<file path="config.mk">
export PLATFORM = sky130hd
export DESIGN_NAME = i2c_line_conditioner
export DESIGN_NICKNAME = d
export VERILOG_FILES = /design/src/rtl/i2c_line_conditioner.sv
export SDC_FILE = /design/constraint.sdc
export NUM_CORES = 1
export LEC_CHECK = 0
export ABC_AREA = 1
export CORE_AREA = 2 2 39 41
export DETAILED_ROUTE_END_ITERATION = 6
export DIE_AREA = 0 0 41 43
export GPL_ROUTABILITY_DRIVEN = 0
export PLACE_DENSITY = 0.64
export SETUP_SLACK_MARGIN = 0.2
export SYNTH_ARGS = -nofsm -noshare
export SYNTH_HDL_FRONTEND = slang
export SYNTH_SLANG_ARGS = --single-unit
</file>
<file path="constraint.sdc">
create_clock -name pclk -period 1.2 [get_ports pclk]
set_input_delay 0.12 -clock pclk [delete_from_list [all_inputs] [get_ports pclk]]
set_output_delay 0.12 -clock pclk [all_outputs]
set_load 0.05 [all_outputs]
</file>
<file path="src/rtl/i2c_line_conditioner.sv">
// ---------------------------------------------------------------------------
// i2c_line_conditioner
//
// Front end between the raw I2C pads and the bit-level I2C FSM. Each line
// (SCL, SDA) is brought into the pclk domain by a synchroniser chain. It then
// passes through a persistence filter that only accepts a new level once the
// level has held for FILT_CNT consecutive cycles. The filtered levels are
// delayed by one more cycle so that bus events can be decoded purely from
// flops.
//
// Ports
//   pclk       in   system clock (everything runs in this domain)
//   preset_n   in   asynchronous active-low reset
//   scl_i      in   raw SCL pad input (asynchronous)
//   sda_i      in   raw SDA pad input (asynchronous)
//   filt_en    in   1: glitch filter active, 0: filter bypassed
//   scl_in     out  conditioned SCL level
//   sda_in     out  conditioned SDA level
//   rx_edge    out  1-cycle pulse on conditioned SCL rise (sample SDA)
//   tx_edge    out  1-cycle pulse on conditioned SCL fall (shift)
//   start_det  out  1-cycle pulse on START / repeated START
//   stop_det   out  1-cycle pulse on STOP
//   bus_busy   out  high from the cycle after START until the cycle after STOP
// ---------------------------------------------------------------------------
module i2c_line_conditioner #(
    parameter int SYNC_STAGES = 2,
    parameter int FILT_CNT    = 3
) (
    input  logic pclk,
    input  logic preset_n,
    input  logic scl_i,
    input  logic sda_i,
    input  logic filt_en,
    output logic scl_in,
    output logic sda_in,
    output logic rx_edge,
    output logic tx_edge,
    output logic start_det,
    output logic stop_det,
    output logic bus_busy
);

    localparam int CW = $clog2(FILT_CNT + 1);
    localparam logic [CW-1:0] CNT_LAST = CW'(FILT_CNT - 1);

    // Index 0 carries SCL, index 1 carries SDA, so both lines share one
    // implementation and therefore have identical latency.
    logic [1:0]                  raw;
    logic [1:0][SYNC_STAGES-1:0] chain;
    logic [1:0]                  sync;
    logic [1:0][CW-1:0]          cnt;
    logic [1:0]                  filt;
    logic [1:0]                  filt_d;
    logic                        busy;

    assign raw  = {sda_i, scl_i};
    assign sync = {chain[1][SYNC_STAGES-1], chain[0][SYNC_STAGES-1]};

    // Synchroniser chains and persistence filters. Reset loads the idle-high
    // bus level everywhere, so a line that is low at release is treated as
    // a fresh change and goes through the full latency.
    // Any cycle in which the synchronised value equals the accepted level
    // restarts the count. A pulse shorter than FILT_CNT cycles is therefore
    // never accepted. In bypass the accepted level follows the synchroniser
    // directly, and the counters are held at zero. Re-enabling the filter
    // thus starts from a clean count.
    always_ff @(posedge pclk or negedge preset_n) begin
        if (!preset_n) begin
            chain <= '1;
            cnt   <= '0;
            filt  <= 2'b11;
        end else begin
            for (int i = 0; i < 2; i++) begin
                chain[i] <= {chain[i][SYNC_STAGES-2:0], raw[i]};
                if (!filt_en) begin
                    filt[i] <= sync[i];
                    cnt[i]  <= '0;
                end else if (sync[i] == filt[i]) begin
                    cnt[i] <= '0;
                end else if (cnt[i] == CNT_LAST) begin
                    filt[i] <= sync[i];
                    cnt[i]  <= '0;
                end else begin
                    cnt[i] <= cnt[i] + CW'(1);
                end
            end
        end
    end

    // One-cycle history of the accepted levels, plus the busy flag. A START
    // arms busy and a STOP clears it. A repeated START simply re-arms it.
    always_ff @(posedge pclk or negedge preset_n) begin
        if (!preset_n) begin
            filt_d <= 2'b11;
            busy   <= 1'b0;
        end else begin
            filt_d <= filt;
            if (start_det) begin
                busy <= 1'b1;
            end else if (stop_det) begin
                busy <= 1'b0;
            end
        end
    end

    // START and STOP require SCL high in both the current and the previous
    // cycle. If SCL and SDA move together, only the SCL edge pulse fires.
    assign scl_in    = filt[0];
    assign sda_in    = filt[1];
    assign rx_edge   = filt[0] & ~filt_d[0];
    assign tx_edge   = ~filt[0] & filt_d[0];
    assign start_det = filt[0] & filt_d[0] & filt_d[1] & ~filt[1];
    assign stop_det  = filt[0] & filt_d[0] & ~filt_d[1] & filt[1];
    assign bus_busy  = busy;

endmodule

</file>
## Word-level counts from Yosys, hierarchy flattened

Cells that the tools add are included.

| word-level totals | value |
|---|---|
| flip-flop bits (word level) | 13 |
| bits of input ports | 5 |
| output and inout port bits | 7 |
| logic and storage cells | 46 |

| operators by class | value |
|---|---|
| add/sub/neg operators | 2 |
| eq/ne operators | 8 |
| multiplexer cells | 14 |
| bitwise operators | 11 |
| reductions and logical operators | 3 |

Operators with widths:

| cell | number |
|---|---|
| 2-bit two-way mux | 6 |
| 1-bit two-way mux | 8 |
| 1-bit AND | 7 |
| 2-bit by 1-bit adder with 2-bit output (second input constant) | 2 |
| 2-bit == test (second input constant) | 2 |
| 2-bit by 1-bit inequality test with 1-bit output (second input constant) | 2 |
| 2-bit inequality test (second input constant) | 2 |
| 1-bit inverter | 4 |
| 2-bit AND reduction | 2 |
| 1-bit == test | 2 |
| 2-bit nonzero test | 1 |

## Depth between registers and ports, before layout

Gate-level depths: netlist (run 1).

| depth | value |
|---|---|
| depth after elaboration | 5 |
| mapped depth | 5 |
| gate-level depth less buffers | 5 |

## Worst setup path after synthesis (run 1)

OpenSTA, ideal clock, no wires.

| timing path | value |
|---|---|
| kind | flip-flop to output port |
| start point | reg filt[0] |
| end point | out rx_edge |
| data arrival time | 1.475 ns |
| required time | 1.080 ns |
| path slack | -0.395 ns |
| stages on the path, launching flop included | 3 |
| buffers on the path | 0 |
| path through | dfstp_2 -> inv_1 -> nor2_1 |

| between the ends | value |
|---|---|
| longest elaborated chain between the ends | 1 |

RTL lines:

| what | RTL line | RTL |
|---|---|---|
| from (decl) | 52 | `logic [1:0] filt;` |
| from (signal, indexed assignment) | 76 | `filt[i] <= sync[i];` |
| from (signal, indexed assignment) | 81 | `filt[i] <= sync[i];` |
| 1-bit AND | 110 | `assign rx_edge = filt[0] & ~filt_d[0];` |
| to (decl) | 36 | `output logic rx_edge,` |

Every way passes these cells.

## Worst setup path after layout (run 1)

| timing path | value |
|---|---|
| start point | reg filt[0] |
| end point | out stop_det |

| between the ends | value |
|---|---|
| longest elaborated chain between the ends | 3 |

RTL lines:

| what | RTL line | RTL |
|---|---|---|
| 1-bit AND (3 in series) | 113 | `assign stop_det = filt[0] & filt_d[0] & ~filt_d[1] & filt[1];` |
| to (decl) | 39 | `output logic stop_det,` |

Every way passes these cells.

==> flow_metrics.env, run 1 <==
export IMPL_grt_max_degree=14
export IMPL_synth_seq_area_share_pct=64.4
export IMPL_power_uw=1380
export IMPL_clock_fmax_mhz=701
export IMPL_crit_fanout=2
export IMPL_r2r_cells=7
export IMPL_fin_cells=103
export IMPL_drive_gt1_share_pct=55.2
export IMPL_grt_usage_pct=13.8
export IMPL_syn_area_um2=520
export IMPL_synth_edf_count=0
export IMPL_cts_clk_slew_worst_paths_ns=0.07
export IMPL_clock_path_buffers=2
export IMPL_min_period_over_period_pct=119
export IMPL_yosysWarnings=0
export IMPL_drt_total_wl_um=964
export IMPL_holdBufCountCts=0
export IMPL_grt_setup_unrepaired="yes"
export IMPL_num_rows=14
export IMPL_ir_drop_mv=0.854
export IMPL_synth_common_cells="16 x nand2_1, 14 x inv_1, 9 x nor2_1"
export IMPL_place_inst=93
export IMPL_diodes=0
export IMPL_numPortBuffers=11
export IMPL_r2r_end="cnt[0]"
export IMPL_worstSetupStartpointType="register"
export IMPL_finClkSkew_ns=0.000221
export IMPL_area_growth_pct=79.6
export IMPL_slew_violations=0
export IMPL_crit_type="register to output port"
export IMPL_netlist_top_cells_area="dfstp_2 40%, dfrtp_1 24%, nand2_1 12%, inv_1 10%, nand3_1 6.7%"
export IMPL_cts_htree_levels=1
export IMPL_cts_tree="yes"
export IMPL_drc=0
export IMPL_antenna_found_initial=0
export IMPL_slew_headroom_pct=89.2
export IMPL_drt_iter0_markers=5
export IMPL_arrival_ns=1.31
export IMPL_setup_viol_count_final=7
export IMPL_crit_reg2reg_launch="filt[0]"
export IMPL_synth_top_area_cell="dfstp_2"
export IMPL_cts_sinks=13
export IMPL_avgSynthCellArea_um2=8.67
export IMPL_n_fill_cell=110
export IMPL_start_util_pct=37.6
export IMPL_grt_pass1_vias=421
export IMPL_antenna_left=0
export IMPL_overflow=0
export IMPL_cpPeakStageDelay_ns=0.63
export IMPL_syn_inst=60
export IMPL_hold_viol=0
export IMPL_utilization_pct=67.5
export IMPL_worst_slack_ns=-0.226
export IMPL_ys_flop_type="dfstp_2"
export IMPL_cpMostUsedCell="nand2_2"
export IMPL_ys_ff_latch=13
export IMPL_nNetsFinal=93
export IMPL_core_area_um2=1380
export IMPL_first_pass_iters=4
export IMPL_async_flop_share_pct=100
export IMPL_synth_nets=65
export IMPL_finalCriticalPeriod_ns=1.43
export IMPL_cts_buffers=3
export IMPL_violations="setup timing"
export IMPL_wl_per_cell_um=9.36
export IMPL_yosysMostFrequentCell="nand2_1"
export IMPL_io_pin_count=12
export IMPL_ys_types=7
export IMPL_clock_latency_ns=0.27
export IMPL_min_path_type="primary input to async pin"
export IMPL_dp_hpwl_um=657
export IMPL_worstPathCellList="nand2_2, inv_2, nand2_2, clkinvlp_4, buf_12"
export IMPL_cts_root_buf="clkbuf_4"
export IMPL_max_cap_violations=0
export IMPL_die_y_um=43
export IMPL_via_per_inst=4.44
export IMPL_critical_path_required_ns=1.08
export IMPL_status="complete, but fails checks"
export IMPL_tightest_slew_ns=0.162
export IMPL_pwr_density_cell_nw_per_um2=1480
export IMPL_reg2reg_slack_ns=-0.10
export IMPL_slowest_stage="dfstp_4"
export IMPL_synth_top_area_share_pct=40.4
export IMPL_die_w_um=41
export IMPL_cp_end_kind="output port"
export IMPL_dieArea_um2=1760
export IMPL_leakage_uw=0.000440
export IMPL_via_count=457
export IMPL_grt_pass1_wl_um=1550
[final cells by class]
cell class	count	area (µm²)	share of cell area [%]
clock buffer	4	26.3	2.81
multi-input combinational	32	184	19.7
inverter	15	68.8	7.36
sequential	13	339	36.3
timing repair buffer	23	297	31.7
tap	16	20.0	2.14
[routing by layer]
layer / wire (µm) / track usage (%) / part of all wire [%]
met5: 0 / 0 / 0
met4: 36 / 12.0 / 3.7
met3: 46 / 3.14 / 4.8
met2: 511 / 21.3 / 53
met1: 369 / 14.8 / 38
[kinds of logic after synthesis]
| family | count (synthesis) | share of synthesized area (%) |
|---|---|---|
| AND/OR/NAND/NOR | 32 | 24.8 |
| flip-flops | 13 | 64.4 |
| buffers and inverters | 15 | 10.8 |
[worst max-delay path: cells and delay by family, from the launching register on]
family                 cells  cell delay (ns)
AND/OR/NAND/NOR            2             0.12
buffers and inverters      3             0.29
flip-flops                 1             0.63
[power by group]
part           switching (µW)  internal (µW)  leakage, µW  total, µW
sequential               44.7            510     0.000150        555
clock                     132            129    0.0000150        261
combinational             288            280     0.000275        568
total                     465            919     0.000440       1380
[state kept, by name, indices dropped and copies added, names as in the netlist]
register and flops:
bus_busy 1, chain 4, cnt 4, filt 2, filt_d 2
[cell usage in the layout (no fill, tap or decap)]
| master | instances |
|---|---|
| buf_6 | 7 |
| nor2_1 | 6 |
| nand3_4 | 1 |
| clkbuf_4 | 3 |
| inv_1 | 8 |
| clkdlybuf4s50_1 | 4 |
| inv_2 | 4 |
| nor2_4 | 2 |
| nand2_1 | 12 |
| buf_12 | 7 |
| clkbuf_1 | 1 |
| dfstp_2 | 7 |
| nor2_2 | 1 |
| buf_4 | 5 |
| nand2_2 | 4 |
| nand3_1 | 3 |
| dfstp_4 | 1 |
| dfrtp_1 | 5 |
| clkinvlp_4 | 2 |
| nand3_2 | 3 |
| inv_6 | 1 |
[how the worst max path moves through the flow]
stage	from	end	slack (ns)	cells past startpoint
6_report	filt[0]	stop_det	-0.23	5
4_1_cts	filt[0]	start_det	-0.24	5
2_1_floorplan	filt[1]	stop_det	-0.08	4
3_5_place_dp	filt[0]	rx_edge	0.03	4
3_3_place_gp	filt[0]	rx_edge	0.05	4
5_1_grt	filt[1]	stop_det	-0.29	5
[metrics by stage]
| stage | worst slack [ns] | setup TNS (ns) | hold WS, ns | area (µm²) |
|---|---|---|---|---|
| detailed placement | 0.0281 | 0 | 0.348 | 797 |
| finish | -0.226 | -1.15 | 0.139 | 935 |
| floorplan | -0.0821 | -0.147 | -0.176 | 552 |
| global route | -0.293 | -1.49 | 0.126 | 935 |
| global placement | 0.0467 | 0 | 0.346 | 797 |
| CTS | -0.243 | -0.979 | 0.131 | 882 |
[repair_timing]
action,in CTS,in global routing
setup endpoints to repair,10,12
setup buffers,3,3
resized for setup,13,7
pin swaps,2,6
Note: power is estimated with default switching activity, not from simulation.
==> run 2, diff against run 1 <==
Settings changed: CAP_MARGIN from default to 20.
==> results of run 2 <==
The final DEF is identical to that of run 1; final timing and power are the same.
